**src/rtl/t_ff_count_ctrl.sv**
```systemverilog
// Up/down counter built on a bank of four T flip-flops, sequenced by a small FSM.
// The FSM decides, every cycle, which bits of the bank toggle.
//
// Ports:
//   clk    - single clock; all state changes on its rising edge
//   clear  - synchronous active-high reset
//   start  - start from IDLE (latches up_dn/limit) or resume from PAUSE
//   stop   - pause request while running
//   up_dn  - direction, 1 = up, 0 = down; sampled on an accepted start from IDLE
//   limit  - terminal value; sampled on an accepted start from IDLE
//   count  - registered count held by the T-FF bank
//   t_en   - combinational toggle enables applied to the bank this cycle
//   busy   - high while running or paused
//   done   - registered one-cycle completion pulse
//
// Build option: define AUTO_RELOAD_EN to make the counter reload its start value on
// reaching the terminal value and keep running instead of passing through DONE.

module t_ff_count_ctrl (
  input  logic       clk,
  input  logic       clear,
  input  logic       start,
  input  logic       stop,
  input  logic       up_dn,
  input  logic [3:0] limit,
  output logic [3:0] count,
  output logic [3:0] t_en,
  output logic       busy,
  output logic       done
);

  typedef enum logic [1:0] {
    StIdle  = 2'd0,
    StRun   = 2'd1,
    StPause = 2'd2,
    StDone  = 2'd3
  } state_e;

  state_e     state_q, state_d;
  logic [3:0] count_q;
  logic [3:0] lim_q, lim_d;
  logic       dir_q, dir_d;
  logic       done_q, done_d;

  logic       load;
  logic [3:0] load_val;
  logic [3:0] term;
  logic       at_term;
  logic [3:0] step_en;

  assign term    = dir_q ? lim_q : 4'd0;
  assign at_term = (count_q == term);

  // Ripple-carry style enables: bit i toggles when all lower bits are 1 (up) or 0 (down).
  always_comb begin
    step_en[0] = 1'b1;
    for (int i = 1; i < 4; i++) begin
      step_en[i] = step_en[i-1] & (dir_q ? count_q[i-1] : ~count_q[i-1]);
    end
  end

  // State register and T-FF bank.
  always_ff @(posedge clk) begin
    if (clear) begin
      state_q <= StIdle;
      count_q <= 4'd0;
      lim_q   <= 4'd0;
      dir_q   <= 1'b1;
      done_q  <= 1'b0;
    end else begin
      state_q <= state_d;
      count_q <= load ? load_val : (count_q ^ t_en);
      lim_q   <= lim_d;
      dir_q   <= dir_d;
      done_q  <= done_d;
    end
  end

  // Next-state logic.
  always_comb begin
    state_d  = state_q;
    load     = 1'b0;
    load_val = 4'd0;
    dir_d    = dir_q;
    lim_d    = lim_q;
    done_d   = 1'b0;
    unique case (state_q)
      StIdle: begin
        if (start) begin
          state_d  = StRun;
          load     = 1'b1;
          dir_d    = up_dn;
          lim_d    = limit;
          load_val = up_dn ? 4'd0 : limit;
        end
      end
      StRun: begin
        // Terminal check wins over stop.
        if (at_term) begin
`ifdef AUTO_RELOAD_EN
          load     = 1'b1;
          load_val = dir_q ? 4'd0 : lim_q;
          done_d   = 1'b1;
`else
          state_d  = StDone;
          done_d   = 1'b1;
`endif
        end else if (stop) begin
          state_d = StPause;
        end
      end
      StPause: begin
        if (start) begin
          state_d = StRun;
        end
      end
      StDone: begin
        state_d = StIdle;
      end
      default: begin
        state_d = StIdle;
      end
    endcase
  end

  // Outputs.
  always_comb begin
    t_en = 4'd0;
    if (!clear && (state_q == StRun) && !at_term && !stop) begin
      t_en = step_en;
    end
    busy  = !clear && ((state_q == StRun) || (state_q == StPause));
    done  = done_q;
    count = count_q;
  end

endmodule

```
**config.mk**
```make
export PLATFORM = sky130hd
export DESIGN_NAME = t_ff_count_ctrl
export DESIGN_NICKNAME = d
export VERILOG_FILES = /design/src/rtl/t_ff_count_ctrl.sv
export SDC_FILE = /design/constraint.sdc
export NUM_CORES = 1
export LEC_CHECK = 0
export ABC_AREA = 1
export BUFFER_PORTS_ARGS = -buffer_cell sky130_fd_sc_hd__buf_4
export CAP_MARGIN = 20
export CORE_ASPECT_RATIO = 0.8
export CORE_UTILIZATION = 24
export CTS_CLUSTER_DIAMETER = 50
export CTS_CLUSTER_SIZE = 20
export DETAILED_ROUTE_END_ITERATION = 8
export GPL_ROUTABILITY_DRIVEN = 0
export SLEW_MARGIN = 20
export SYNTH_ARGS = -nofsm -noshare
export SYNTH_HDL_FRONTEND = slang
export SYNTH_SLANG_ARGS = --single-unit
```
**constraint.sdc**
```tcl
create_clock -name clk -period 1.89 [get_ports clk]
set_input_delay 0.378 -clock clk [delete_from_list [all_inputs] [get_ports clk]]
set_output_delay 0.378 -clock clk [all_outputs]
set_load 0.1 [all_outputs]
```
==> impl_metrics.env, run 1 <==
export IMPL_core_area_mm2=0.00315
export IMPL_dp_cells=189
export IMPL_setup_viol=4
export IMPL_dr_first_iter_drc_count=78
export IMPL_drive_gt1_share_pct=51.6
export IMPL_die_y_um=54.1
export IMPL_synth_area_leaders="dfxtp_1, nand2_1, nand3_1, inv_1, ha_1"
export IMPL_cts_tree="yes"
export IMPL_synth_sequential_area_ratio_pct=29.5
export IMPL_hold_ws_ns=0.399
export IMPL_synth_seq_cells=12
export IMPL_worst_r2r_endpoint="count[2]"
export IMPL_yosys_warnings=0
export IMPL_crit_required_ns=1.51
export IMPL_fin_skew_ns=0.00325
export IMPL_holdCritStartpoint="limit[2]"
export IMPL_grt_usage_pct=12.8
export IMPL_p_leak_nw=0.592
export IMPL_vias=919
export IMPL_die_area_mm2=0.00363
export IMPL_yosysMostFrequentCell="nand2_1"
export IMPL_numCtsBuffers=3
export IMPL_dr_pass1_iters=4
export IMPL_synth_top_cell_area_share_pct=29.5
export IMPL_syn_num_nets=138
export IMPL_cp_max_fo=7
export IMPL_grt_overflow=0
export IMPL_yosys_top_cells_count="nand2_1, inv_1, nand3_1, dfxtp_1, a21oi_1"
export IMPL_cts_root_buf="clkbuf_8"
export IMPL_synth_distinct_cells=22
export IMPL_reg2reg_depth=11
export IMPL_reg2reg_setup_slack_ns=0.27
export IMPL_grt_pass1_wl_mm=3.42
export IMPL_clockBufferDepth=2
export IMPL_hold_viol_final=0
export IMPL_power_density_mw_per_mm2=1130
export IMPL_synth_flop_cell="dfxtp_1"
export IMPL_timing_final_crit_share_pct=103
export IMPL_max_freq_ghz=0.514
export IMPL_min_path_type="input pin to flip-flop"
export IMPL_rr_startpoint="dir_q"
export IMPL_dieWidth_um=67.1
export IMPL_dp_slack_ns=-0.0756
export IMPL_ir_drop_mv=0.486
export IMPL_routedWlPerCell_um=11.8
export IMPL_crit_arrival_ns=1.57
export IMPL_synthCells=125
export IMPL_cts_htree_levels=1
export IMPL_async_flop_share_pct=0
export IMPL_initial_utilization_pct=25.8
export IMPL_syn_area_um2=813
export IMPL_synth_area_per_cell_um2=6.51
export IMPL_nNetsFinal=175
export IMPL_synth_top_area_cell="dfxtp_1"
export IMPL_cts_clk_slew_worst_paths_ns=0.05
export IMPL_io_buffers=18
export IMPL_place_hpwl_mm=1.65
export IMPL_status="finished, violations left"
export IMPL_hold_path_depth=3
export IMPL_antenna_cells=0
export IMPL_finalPower_mw=1.51
export IMPL_fillers=316
export IMPL_grt_pass1_vias=791
export IMPL_areaGrowthSynthToFinish_pct=63.8
export IMPL_synth_edf_count=0
export IMPL_rsz0062_at_grt="true"
export IMPL_pin_count=19
export IMPL_worst_pin_slew_ns=0.335
export IMPL_antenna_found_initial=0
export IMPL_cap_violations=0
export IMPL_min_to="lim_q[2]"
export IMPL_clkSinkCount=12
export IMPL_wl_mm=2.38
export IMPL_setup_ws_ns=-0.0549
export IMPL_route_detailed_drc=0
export IMPL_finalCriticalPeriod_ns=1.94
export IMPL_clock_latency_ns=0.24
export IMPL_cp_start_kind="flip-flop"
export IMPL_violations="setup timing"
export IMPL_rows=18
export IMPL_report_final_slew_viol_count=0
export IMPL_drtAntennaViolNets=0
export IMPL_relSlewSlack_pct=77.6
export IMPL_finalSetupTns_ns=-0.141
export IMPL_vias_per_cell=4.57
export IMPL_worstSetupPathType="flip-flop to primary output"
export IMPL_final_cells=201
export IMPL_endpoint_kind="primary output"
export IMPL_grt_start_max_net_pins=16
-- cell usage in the layout, fill, tap and decap left out, types with 5 or more instances in the layout --
cell type | netlist | final
dfxtp_4 | 0 | 5
nand2_1 | 39 | 33
nand3_1 | 14 | 11
buf_4 | 0 | 28
inv_2 | 1 | 6
nand4_1 | 6 | 6
inv_1 | 16 | 8
nand2_2 | 3 | 9
a21oi_1 | 9 | 8
nand3_2 | 2 | 5
-- final cells by class --
type	instances	area, um^2	area share, %
Multi-Input combinational cell	92	571	42.8
Timing Repair Buffer	35	324	24.3
Sequential cell	12	263	19.7
Inverter	18	80.1	6.01
Tap cell	40	50.0	3.76
Clock buffer	3	41.3	3.10
Clock inverter	1	3.75	0.282
-- kinds of logic (layout without fill, tap and decap cells) --
kind of cell | after synthesis | after routing | synth area share (%)
AO/OA/AOI/OAI | 13 | 13 | 9.54
XOR/XNOR | 1 | 1 | 1.08
adder cells (fa/ha/maj) | 4 | 4 | 6.15
buffers and inverters | 21 | 57 | 10.8
flip-flops | 12 | 12 | 29.5
AND/OR/NAND/NOR | 74 | 74 | 42.9
-- state kept, by name, summed over array words and instances, names as in the netlist --
name	flops
state_q	2
count	4
lim_q	4
dir_q	1
done	1
-- power by group --
part | internal, mW | switching, mW
clock | 0.143 | 0.0895
combinational | 0.339 | 0.557
sequential | 0.309 | 0.0680
-- what timing repair did --
action / CTS / global route
endpoints found under the hold margin: 0 / 0
pin swaps: 0 / 13
setup buffers: 1 / 7
hold buffers: 0 / 0
gates resized for setup: 19 / 26
endpoints found under the setup margin: 4 / 4
-- metal layers --
metal	track usage [%]	share of wire, %	vias up
met2	19.5	48	26
met1	17.9	47	418
met3	1.27	4.0	2
met4	6.38	0.84	0
met5	0	0	-
li1	-	-	473
-- critical path: stages, from the launching register on --
cell and delay (ns):
dfxtp_4 0.36, buf_6 0.14, nor2_4 0.10, nand2_2 0.06, a21oi_2 0.17, nand4_1 0.18, clkinvlp_4 0.14, buf_12 0.17
-- worst max path at each step --
stage	from	to	depth (start not counted)
finish	dir_q	t_en[3]	7
global placement	dir_q	t_en[3]	5
floorplan	count[0]	t_en[0]	8
CTS	dir_q	t_en[3]	9
detailed placement	dir_q	t_en[3]	5
global route	dir_q	t_en[3]	7
-- stage by stage --
step	utilization (%)	area, um^2
final	42.3	1330
after global routing	42.3	1330
after CTS	38.0	1200
after detailed placement	34.2	1080
after global placement	34.2	1080
after floorplan	-	845
No activity file was read; power rests on OpenSTA's default activity.
==> run 2: changes to the inputs <==
- ABC_AREA: 1 -> unset
- SLEW_MARGIN: 20 -> unset
==> run 2 against run 1 <==
  * The flow still finishes with violations (setup timing)
  * Utilization rose by 1.3 points
  * Critical path depth decreased by 1
  * Synthesized cell count decreased by 18%
  * Final area is 3.8% higher
  * Area after synthesis increased by 1.2%
  * Clock-buffer cell count grew 1
  * Global-route usage is 1.6 points higher
  * Die area grew 1.2%
  * Sequential power rose by 13%
  * Clock skew increased by 0.0026 ns
  * Setup slack got worse by 0.19 ns
  * Sequential cell count unchanged
  * Critical path type unchanged
  * Critical endpoint unchanged
  * Largest cell class unchanged
==> impl_metrics.env, run 2 <==
export IMPL_syn_num_nets=116
export IMPL_yosysMostFrequentCell="nand2_1"
export IMPL_hold_buffers=0
export IMPL_endpoint_kind="primary output"
export IMPL_antenna_cells=0
export IMPL_internal_power_mw=1.01
export IMPL_mostFrequentLayoutCell="buf_4"
export IMPL_fin_skew_ns=0.00580
export IMPL_dr_pass1_iters=4
export IMPL_cts_root_buf="clkbuf_8"
export IMPL_power_density_mw_per_mm2=1440
export IMPL_cap_violations=0
export IMPL_layout_common_cells="buf_4, nand2_1, a21oi_1, dfxtp_2"
export IMPL_die_y_um=54.4
export IMPL_grt_overflow=0
export IMPL_swShare_pct=49.3
export IMPL_seqPwrFrac_pct=21.3
export IMPL_hold_viol_final=0
export IMPL_place_hpwl_mm=1.67
export IMPL_synth_top_area_cell="dfxtp_1"
export IMPL_initial_utilization_pct=25.9
export IMPL_cp_max_fo=4
export IMPL_die_area_mm2=0.00367
export IMPL_finalInstanceArea_mm2=0.00138
export IMPL_timing_final_crit_share_pct=113
export IMPL_drive_gt1_share_pct=51.4
export IMPL_routedWlPerCell_um=12.5
export IMPL_synthCells=103
export IMPL_synth_top_cell_area_share_pct=29.2
export IMPL_numCtsBuffers=3
export IMPL_drtAntennaViolNets=0
export IMPL_synth_area_leaders="dfxtp_1, ha_1, nand2_1, xor2_1, a21oi_1"
export IMPL_place_area_mm2=0.00116
export IMPL_status="finished, violations left"
export IMPL_grt_pass1_vias=901
export IMPL_dieWidth_um=67.5
export IMPL_worstPathCellList="and4bb_1 -> a2bb2oi_2 -> a22oi_2 -> or2_4 -> nor3_4 -> buf_12"
export IMPL_ir_drop_mv=0.673
export IMPL_worst_pin_slew_ns=0.415
export IMPL_wl_mm=2.30
export IMPL_clkPwrFrac_pct=12.6
export IMPL_crit_required_ns=1.51
export IMPL_async_flop_share_pct=0
export IMPL_setup_viol=4
export IMPL_setup_ws_ns=-0.245
export IMPL_report_final_slew_viol_count=0
export IMPL_synth_flop_cell="dfxtp_1"
export IMPL_p_leak_nw=0.617
export IMPL_cts_tree="yes"
export IMPL_syn_area_um2=823
export IMPL_crit_path_top_delay_cell="dfxtp_4"
export IMPL_finalCriticalPeriod_ns=2.14
export IMPL_cts_htree_levels=1
export IMPL_clockBufferDepth=2
export IMPL_switchingPower_mw=0.983
export IMPL_worstSetupPathType="flip-flop to primary output"
export IMPL_max_freq_ghz=0.468
export IMPL_antenna_found_initial=0
export IMPL_core_area_mm2=0.00318
export IMPL_grt_start_max_net_pins=12
export IMPL_cp_start_kind="flip-flop"
export IMPL_synth_seq_cells=12
export IMPL_synth_sequential_area_ratio_pct=29.2
export IMPL_vias=900
export IMPL_vias_per_cell=4.89
export IMPL_cts_clk_slew_worst_paths_ns=0.06
export IMPL_comb_power_share_pct=66.1
export IMPL_yosys_top_cells_count="nand2_1, dfxtp_1, nor2_1, a21oi_1, nor3_1"
export IMPL_nNetsFinal=158
export IMPL_dp_slack_ns=-0.139
export IMPL_synth_edf_count=0
export IMPL_route_detailed_drc=0
export IMPL_final_util_pct=43.5
export IMPL_yosys_warnings=0
export IMPL_pin_count=19
export IMPL_rsz0062_at_grt="true"
export IMPL_crit_arrival_ns=1.76
export IMPL_rows=18
export IMPL_dr_first_iter_drc_count=28
export IMPL_critPathMaxStageDelay_ns=0.36
export IMPL_clock_latency_ns=0.25
export IMPL_grt_pass1_wl_mm=3.86
export IMPL_io_buffers=18
export IMPL_synth_distinct_cells=35
export IMPL_synth_area_per_cell_um2=7.99
export IMPL_violations="setup timing"
export IMPL_min_path_type="input pin to flip-flop"
export IMPL_clkSinkCount=12
export IMPL_areaGrowthSynthToFinish_pct=67.9
export IMPL_relSlewSlack_pct=72.3
export IMPL_grt_usage_pct=14.4
-- run 2: cell types whose count changed in the layout (fill, tap and decap cells not counted), moves of 5 or more --
| cell | before | now |
|---|---|---|
| nand4_1 | 6 | 0 |
| buf_4 | 28 | 38 |
| nand3_1 | 11 | 2 |
| nand2_2 | 9 | 0 |
| inv_1 | 8 | 3 |
| inv_2 | 6 | 1 |
| nand2_1 | 33 | 13 |
-- run 2: cell type report --
| type | count | area, um^2 |
|---|---|---|
| Fill cell | 317 | 1790 |
| Multi-Input combinational cell | 81 | 633 |
| Timing Repair Buffer | 43 | 377 |
| Sequential cell | 12 | 263 |
| Tap cell | 40 | 50.0 |
| Clock buffer | 4 | 45.0 |
| Inverter | 4 | 15.0 |
-- run 2: stage by stage --
stage / setup TNS (ns) / total power [mW] / hold WS [ns] / std cells
CTS: -0.727 / 1.95 / 0.361 / 182
global route: -1.25 / 2.12 / 0.365 / 184
floorplan: -2.36 / 1.27 / 0.455 / 103
global placement: -0.321 / 1.56 / 0.477 / 173
detailed placement: -0.377 / 1.58 / 0.477 / 173
finish: -0.809 / 1.99 / 0.357 / 184
-- run 2: cells by family after synthesis --
kind of cell	share of synthesized area [%]
buffers and inverters	5.93
muxes	3.65
xor gates and xnor gates	5.32
and+or+nand+nor	29.2
DFF	29.2
AOI/OAI and AO/OA	20.7
adders and majority gates	6.08
-- run 2: layer usage --
metal / vias to the layer above / GRT usage (%) / part of all wire [%]
met4: 0 / 4.26 / 1.2
li1: 453 / - / -
met3: 5 / 5.00 / 4.3
met1: 425 / 16.7 / 46
met5: - / 0 / 0
met2: 17 / 25.1 / 48
-- run 2: worst paths after layout --
check             slack [ns]  depth (start not counted)  startpoint         end
hold reg to reg         0.48                          2    lim_q[2]    lim_q[2]
setup / recovery       -0.25                          6    count[0]     t_en[3]
hold / removal          0.36                          2       clear    count[0]
setup reg to reg        0.01                         10       dir_q  state_q[1]
-- run 2: what timing repair did --
item | in CTS | in global routing
resized for setup | 26 | 8
hold endpoints to repair | 0 | 0
pin swaps | 2 | 1
setup buffers | 5 | 2
endpoints found under the setup margin | 4 | 6
-- run 2: worst max-delay path, delay by kind of cell (launching register included) --
family | cells | cell delay (ns)
AOI/OAI and AO/OA | 2 | 0.29
buffers and inverters | 1 | 0.20
DFF | 1 | 0.36
and+or+nand+nor | 3 | 0.66
-- run 2: power by group through the flow --
stage / registers, mW / clock network [mW] / logic (mW)
CTS: 0.412 / 0.259 / 1.28
global route: 0.437 / 0.269 / 1.41
global placement: 0.402 / 0 / 1.16
detailed placement: 0.405 / 0 / 1.17
floorplan: 0.621 / 0 / 0.652
finish: 0.425 / 0.252 / 1.32
